===== src/rtl/writeback_buffer.sv =====
// ============================================================================
// Module      : writeback_buffer
// Description : In-order writeback FIFO that drains one entry per clock into
//               the register-file write port, with two-port read bypass.
// Revision    : 1.0 - initial release
// ============================================================================
`default_nettype none

module writeback_buffer #(
  parameter int DEPTH  = 4,
  parameter int DATA_W = 32,
  parameter int ADDR_W = 5
) (
  input  logic                       clk,
  input  logic                       rst_n,
  input  logic                       wb_valid,
  output logic                       wb_ready,
  input  logic [ADDR_W-1:0]          wb_reg,
  input  logic [DATA_W-1:0]          wb_data,
  input  logic                       wr_stall,
  input  logic                       flush,
  output logic                       regWrite,
  output logic [ADDR_W-1:0]          write_reg,
  output logic [DATA_W-1:0]          write_data,
  input  logic [ADDR_W-1:0]          read_reg1,
  output logic                       byp_hit1,
  output logic [DATA_W-1:0]          byp_data1,
  input  logic [ADDR_W-1:0]          read_reg2,
  output logic                       byp_hit2,
  output logic [DATA_W-1:0]          byp_data2,
  output logic [$clog2(DEPTH+1)-1:0] count
);

  localparam int c_PTR_W = $clog2(DEPTH);
  localparam int c_CNT_W = $clog2(DEPTH+1);

  logic [ADDR_W-1:0]  r_mem_reg  [DEPTH];
  logic [DATA_W-1:0]  r_mem_data [DEPTH];
  logic [c_PTR_W-1:0] r_head;
  logic [c_PTR_W-1:0] r_tail;
  logic [c_CNT_W-1:0] r_count;

  logic w_full;
  logic w_empty;
  logic w_accept;
  logic w_push;
  logic w_pop;

  assign w_full   = (r_count == c_CNT_W'(DEPTH));
  assign w_empty  = (r_count == '0);
  assign wb_ready = !w_full;
  assign count    = r_count;

  // Writes to r0 complete the handshake but are never stored.
  assign w_accept = wb_valid && wb_ready && !flush;
  assign w_push   = w_accept && (wb_reg != '0);
  assign w_pop    = !w_empty && !wr_stall && !flush;

  always_ff @(posedge clk) begin
    if (w_push) begin
      r_mem_reg[r_tail]  <= wb_reg;
      r_mem_data[r_tail] <= wb_data;
    end
  end

  always_ff @(posedge clk or negedge rst_n) begin
    if (!rst_n) begin
      r_head     <= '0;
      r_tail     <= '0;
      r_count    <= '0;
      regWrite   <= 1'b0;
      write_reg  <= '0;
      write_data <= '0;
    end else if (flush) begin
      r_head   <= '0;
      r_tail   <= '0;
      r_count  <= '0;
      regWrite <= 1'b0;
    end else begin
      if (w_pop) begin
        regWrite   <= 1'b1;
        write_reg  <= r_mem_reg[r_head];
        write_data <= r_mem_data[r_head];
        r_head     <= r_head + 1'b1;
      end else begin
        regWrite <= 1'b0;
      end
      if (w_push) begin
        r_tail <= r_tail + 1'b1;
      end
      r_count <= r_count + c_CNT_W'(w_push) - c_CNT_W'(w_pop);
    end
  end

  // Bypass: scan oldest to youngest so the youngest match is left standing.
  logic [ADDR_W-1:0] w_rd [2];
  assign w_rd[0] = read_reg1;
  assign w_rd[1] = read_reg2;

  for (genvar p = 0; p < 2; p++) begin : g_byp
    logic               w_hit;
    logic [DATA_W-1:0]  w_dat;
    logic [c_PTR_W-1:0] w_idx;

    always_comb begin
      w_hit = 1'b0;
      w_dat = '0;
      w_idx = '0;
      if (w_rd[p] != '0) begin
        if (regWrite && (write_reg == w_rd[p])) begin
          w_hit = 1'b1;
          w_dat = write_data;
        end
        for (int k = 0; k < DEPTH; k++) begin
          w_idx = r_head + c_PTR_W'(k);
          if ((c_CNT_W'(k) < r_count) && (r_mem_reg[w_idx] == w_rd[p])) begin
            w_hit = 1'b1;
            w_dat = r_mem_data[w_idx];
          end
        end
      end
    end
  end

  assign byp_hit1  = g_byp[0].w_hit;
  assign byp_data1 = g_byp[0].w_dat;
  assign byp_hit2  = g_byp[1].w_hit;
  assign byp_data2 = g_byp[1].w_dat;

endmodule

`default_nettype wire


===== config.mk =====
export PLATFORM = sky130hd
export DESIGN_NAME = writeback_buffer
export DESIGN_NICKNAME = d
export VERILOG_FILES = /design/src/rtl/writeback_buffer.sv
export SDC_FILE = /design/constraint.sdc
export NUM_CORES = 1
export LEC_CHECK = 0
export BUFFER_PORTS_ARGS = -buffer_cell sky130_fd_sc_hd__buf_2
export CAP_MARGIN = 0
export CORE_MARGIN = 5
export CORE_UTILIZATION = 33
export CTS_CLUSTER_DIAMETER = 60
export DETAILED_ROUTE_END_ITERATION = 8
export HOLD_SLACK_MARGIN = 0.06
export PLACE_DENSITY = 0.52
export SYNTH_ARGS = -nofsm -noshare
export SYNTH_HDL_FRONTEND = slang
export SYNTH_SLANG_ARGS = --single-unit

===== constraint.sdc =====
create_clock -name clk -period 3.1 [get_ports clk]
set_clock_uncertainty 0.15 [all_clocks]
set_input_delay 0.62 -clock clk [delete_from_list [all_inputs] [get_ports clk]]
set_output_delay 0.62 -clock clk [all_outputs]
set_load 0.05 [all_outputs]

==> results by group <==
Pwr
  – Pleak: 6.88 nW
  – NetSw: 5.53 mW
  – Internal: 7.13 mW
  – Power Dens Cells: 645 nW/um2
  – Flop pwr share: 0.288
  – Peak supply drop: 0.438 mV
  – Clk pwr share: 0.177
  – Switch share: 0.437
  – Logic pwr share: 0.535

Detailed routing
  – Routed len/inst: 25.3 um
  – DRT Pass-1 Iters: 6
  – Routed vias/inst: 5.81
  – Routed wire length: 48.2 mm
  – DRT antenna net count: 0
  – DRC: 0
  – DR vias: 11,100
  – Drt first-iter violations: 854

GRT
  – First-pass GRT wire length: 71.5 mm
  – Congestion Overflow GR: 0
  – Tot GR Track Use: 0.211
  – Largest net degree at the start of global routing: 49
  – Vias in the first global route: 11,300
  – Initial antenna violation count: 6

Floorplan
  – Die W: 211 um
  – Top Ports: 160
  – Row cnt: 73
  – Effective utilization at floorplan: 0.335
  – Area of the core: 39,900 um2
  – Die Footprint: 44,600 um2
  – Die H: 211 um

Clocking
  – H-tree lvl count: 4
  – TritonCTS Buffers: 17
  – CTS tree: built
  – Clk root buf: clkbuf_16
  – Worst-skew pair later-pin latency: 0.44 ns
  – # clock sinks: 193
  – Clock transition at the registers of the reported paths: 0.07 ns
  – Max Buffers Root-to-Sink: 2

Critical path
  – Critical Path Fanout Max: 7
  – CP arrival: 3.47 ns
  – Critical Path Most Common Cell: buf_6
  – Worst setup SP type: register
  – WP data required: 2.33 ns
  – Cell family with most CP delay: simple AND/OR/NAND/NOR gates
  – WS Path Type: reg -> out
  – Slowest cell on crit path: mux4_2
  – CP endpoint kind: primary output
  – Worst path cell trace: buf_6 -> mux4_2 -> xnor2_1 -> nand4_1 -> or4b_4 -> nor3_4 -> buf_6 -> buf_12 -> buf_6 -> a22oi_2 -> o31ai_4 -> buf_6
  – Critical path's largest stage delay: 0.54 ns
  – Buf/Inv on CP: 5

Timing
  – Setup TNS: -69.04 ns
  – Final worst path period share: 1.37
  – Setup violations, final: 66
  – Min Hold Slack: 0.0864 ns
  – Worst slew margin: 0.501
  – Fin. Hold Viols: 0
  – Post-route setup slack: -1.14 ns
  – Post-layout min period: 4.24 ns
  – Max Freq: 236 MHz
  – Worst Tran Pin Value: 0.748 ns
  – Final number of max-transition violations: 0
  – RSZ-0062 raised after global routing: true

Yosys
  – Mean Syn Cell Area: 12.6 um2
  – Yosys cell types: 51
  – Ys flop type: edfxtp_1
  – Synth area leader: edfxtp_1
  – Post-synth EDFFs: 148
  – Cells after synthesis: 1,064
  – Async SR Flop Fraction: 0.233
  – Mapped cell area: 13,400 um2
  – Seq/Total Area, Yosys: 0.417
  – YS warnings: 0
  – Syn_nets: 1,125
  – #FFs+latches synth: 193
  – Ranking of synthesized cells by area: edfxtp_1, mux4_2, dfrtp_1
  – Top cell type's share of synthesized area: 0.333

Run
  – Max cap viols: 0

Hold path
  – Hold crit path type: in -> async

Placed design
  – Buffers on Ports: 159
  – Gp weighted congestion: 0.819
  – Cell Area, Placed: 16,800 um2
  – Hpwl dp: 32.2 mm

Layout
  – Reg area: 5580 um2
  – Nets: 1,424
  – Max reg flops: 128
  – Finished Core Util: 0.492
  – Syn-to-layout area delta: 46.9%
  – Share of cells above drive strength 1: 0.579
  – Multi-input gate area: 8940 um2
  – Final instance area: 19,600 um2
  – FILL cells: 3,505

Run status
  – Violated checks: setup timing
  – Status: complete, but fails checks
-- layer usage --
metal	GRT usage	wire (um)	vias to the layer above	part of all wire
met4	0.0566	1040	2	0.022
li1	-	-	4850	-
met5	0	7	-	0.00015
met3	0.0345	2700	73	0.056
met1	0.285	20500	5752	0.42
met2	0.354	24000	396	0.50
-- layout make-up --
cell class	count	area share
antenna	4	0.000510
clock buffer	22	0.0269
clock inverter	10	0.00351
inverter	11	0.00210
multi-input combinational	752	0.456
sequential	193	0.284
tap	525	0.0335
timing repair buffer	388	0.193
-- stage by stage --
stage,instances,total power [mW],setup WS [ns]
6_report,1905,12.7,-1.14
5_1_grt,1903,13.3,-1.21
4_1_cts,1875,12.5,-1.11
3_5_place_dp,1795,9.73,-0.751
3_3_place_gp,1795,9.68,-0.764
2_1_floorplan,1064,7.94,-0.327
-- path summary, 6_finish.rpt --
kind / cells past startpoint / start / slack [ns] / to
setup / recovery: 12 / r_head[0]$_DFFE_PN0P_ / -1.14 / byp_data1[17]
hold / removal: 1 / rst_n / 0.09 / write_data[25]$_DFFE_PN0P_
setup reg to reg: 12 / count[2]$_DFF_PN0_ / 0.68 / count[2]$_DFF_PN0_
hold reg to reg: 2 / write_reg[2]$_DFFE_PN0P_ / 0.38 / write_reg[2]$_DFFE_PN0P_
max in group asynchronous: 2 / rst_n / 1.99 / write_data[15]$_DFFE_PN0P_
min in group clk: 1 / wb_data[28] / 0.23 / r_mem_data[0][28]$_DFFE_PP_
-- power by group through the flow --
stage | logic [mW] | clock network [mW] | registers, mW
2_1_floorplan | 3.62 | 0 | 4.32
3_3_place_gp | 6.05 | 0 | 3.63
3_5_place_dp | 6.09 | 0 | 3.64
4_1_cts | 6.60 | 2.30 | 3.63
5_1_grt | 7.18 | 2.39 | 3.69
6_report | 6.77 | 2.24 | 3.64
-- cells in the final DEF, fill, tap and decap left out, types with 3 or more instances in the layout --
cell and instances:
a221oi_4 11, mux2_2 5, and2_2 4, nor3_1 4
a221oi_2 47, clkinv_4 3, nand4_1 3, a221oi_1 6
nand3_1 3, buf_6 102, clkbuf_16 25, xor2_2 5
mux2i_1 6, buf_12 44, xnor2_1 26, dfrtp_1 41
edfxtp_1 148, buf_2 93, diode_2 4, nor3_4 4
a22oi_1 16, nand2_1 171, nor2_1 103, inv_1 9
a22oi_2 48, clkinv_2 5, xnor2_2 7, mux4_2 143
buf_4 136, ha_1 7, nor2_4 3, xor2_1 14
buf_8 6, o31ai_4 64, mux2i_4 3, nor3b_1 3
-- logic make-up after synthesis --
kind of cell	after synthesis	share of synthesized area
AO/OA/AOI/OAI	203	0.133
multiplexers	160	0.255
flip-flops	193	0.417
XOR/XNOR	55	0.0361
buffers and inverters	119	0.0454
AND/OR/NAND/NOR	325	0.105
adder cells (fa/ha/maj)	9	0.00899
-- synth_stat cells, types with 2 or more instances --
cell / count
a21oi_1: 4
a221oi_1: 34
a221oi_2: 30
a22oi_1: 64
and2_1: 4
buf_1: 11
buf_2: 32
buf_4: 5
buf_6: 12
clkbuf_1: 47
dfrtp_1: 45
edfxtp_1: 148
ha_1: 8
inv_1: 10
mux2_2: 6
mux2i_1: 10
mux4_2: 143
nand2_1: 173
nand3_1: 4
nand4_1: 3
nor2_1: 107
nor2b_1: 3
nor3_1: 6
nor3_4: 2
nor3b_1: 3
nor4_1: 4
o21ai_0: 2
o31ai_1: 65
or3_1: 3
or4_1: 2
xnor2_1: 34
xor2_1: 21
-- worst register-to-register path: stages (launching register included) --
cell      delay [ns]
dfrtp_2         0.40
buf_4           0.17
nand3_1         0.11
nand3b_1        0.09
a21oi_1         0.19
inv_1           0.08
ha_1            0.30
inv_1           0.06
ha_1            0.12
inv_1           0.05
fa_1            0.40
xnor2_1         0.14
nor2_1          0.05
-- repair_timing --
action,in CTS,in global routing
gates cloned,3,6
setup endpoints to repair,66,66
setup buffers,48,24
gates resized for setup,240,73
hold buffers,0,0
pin swaps,12,45
No activity file was read; power rests on OpenSTA's default activity.
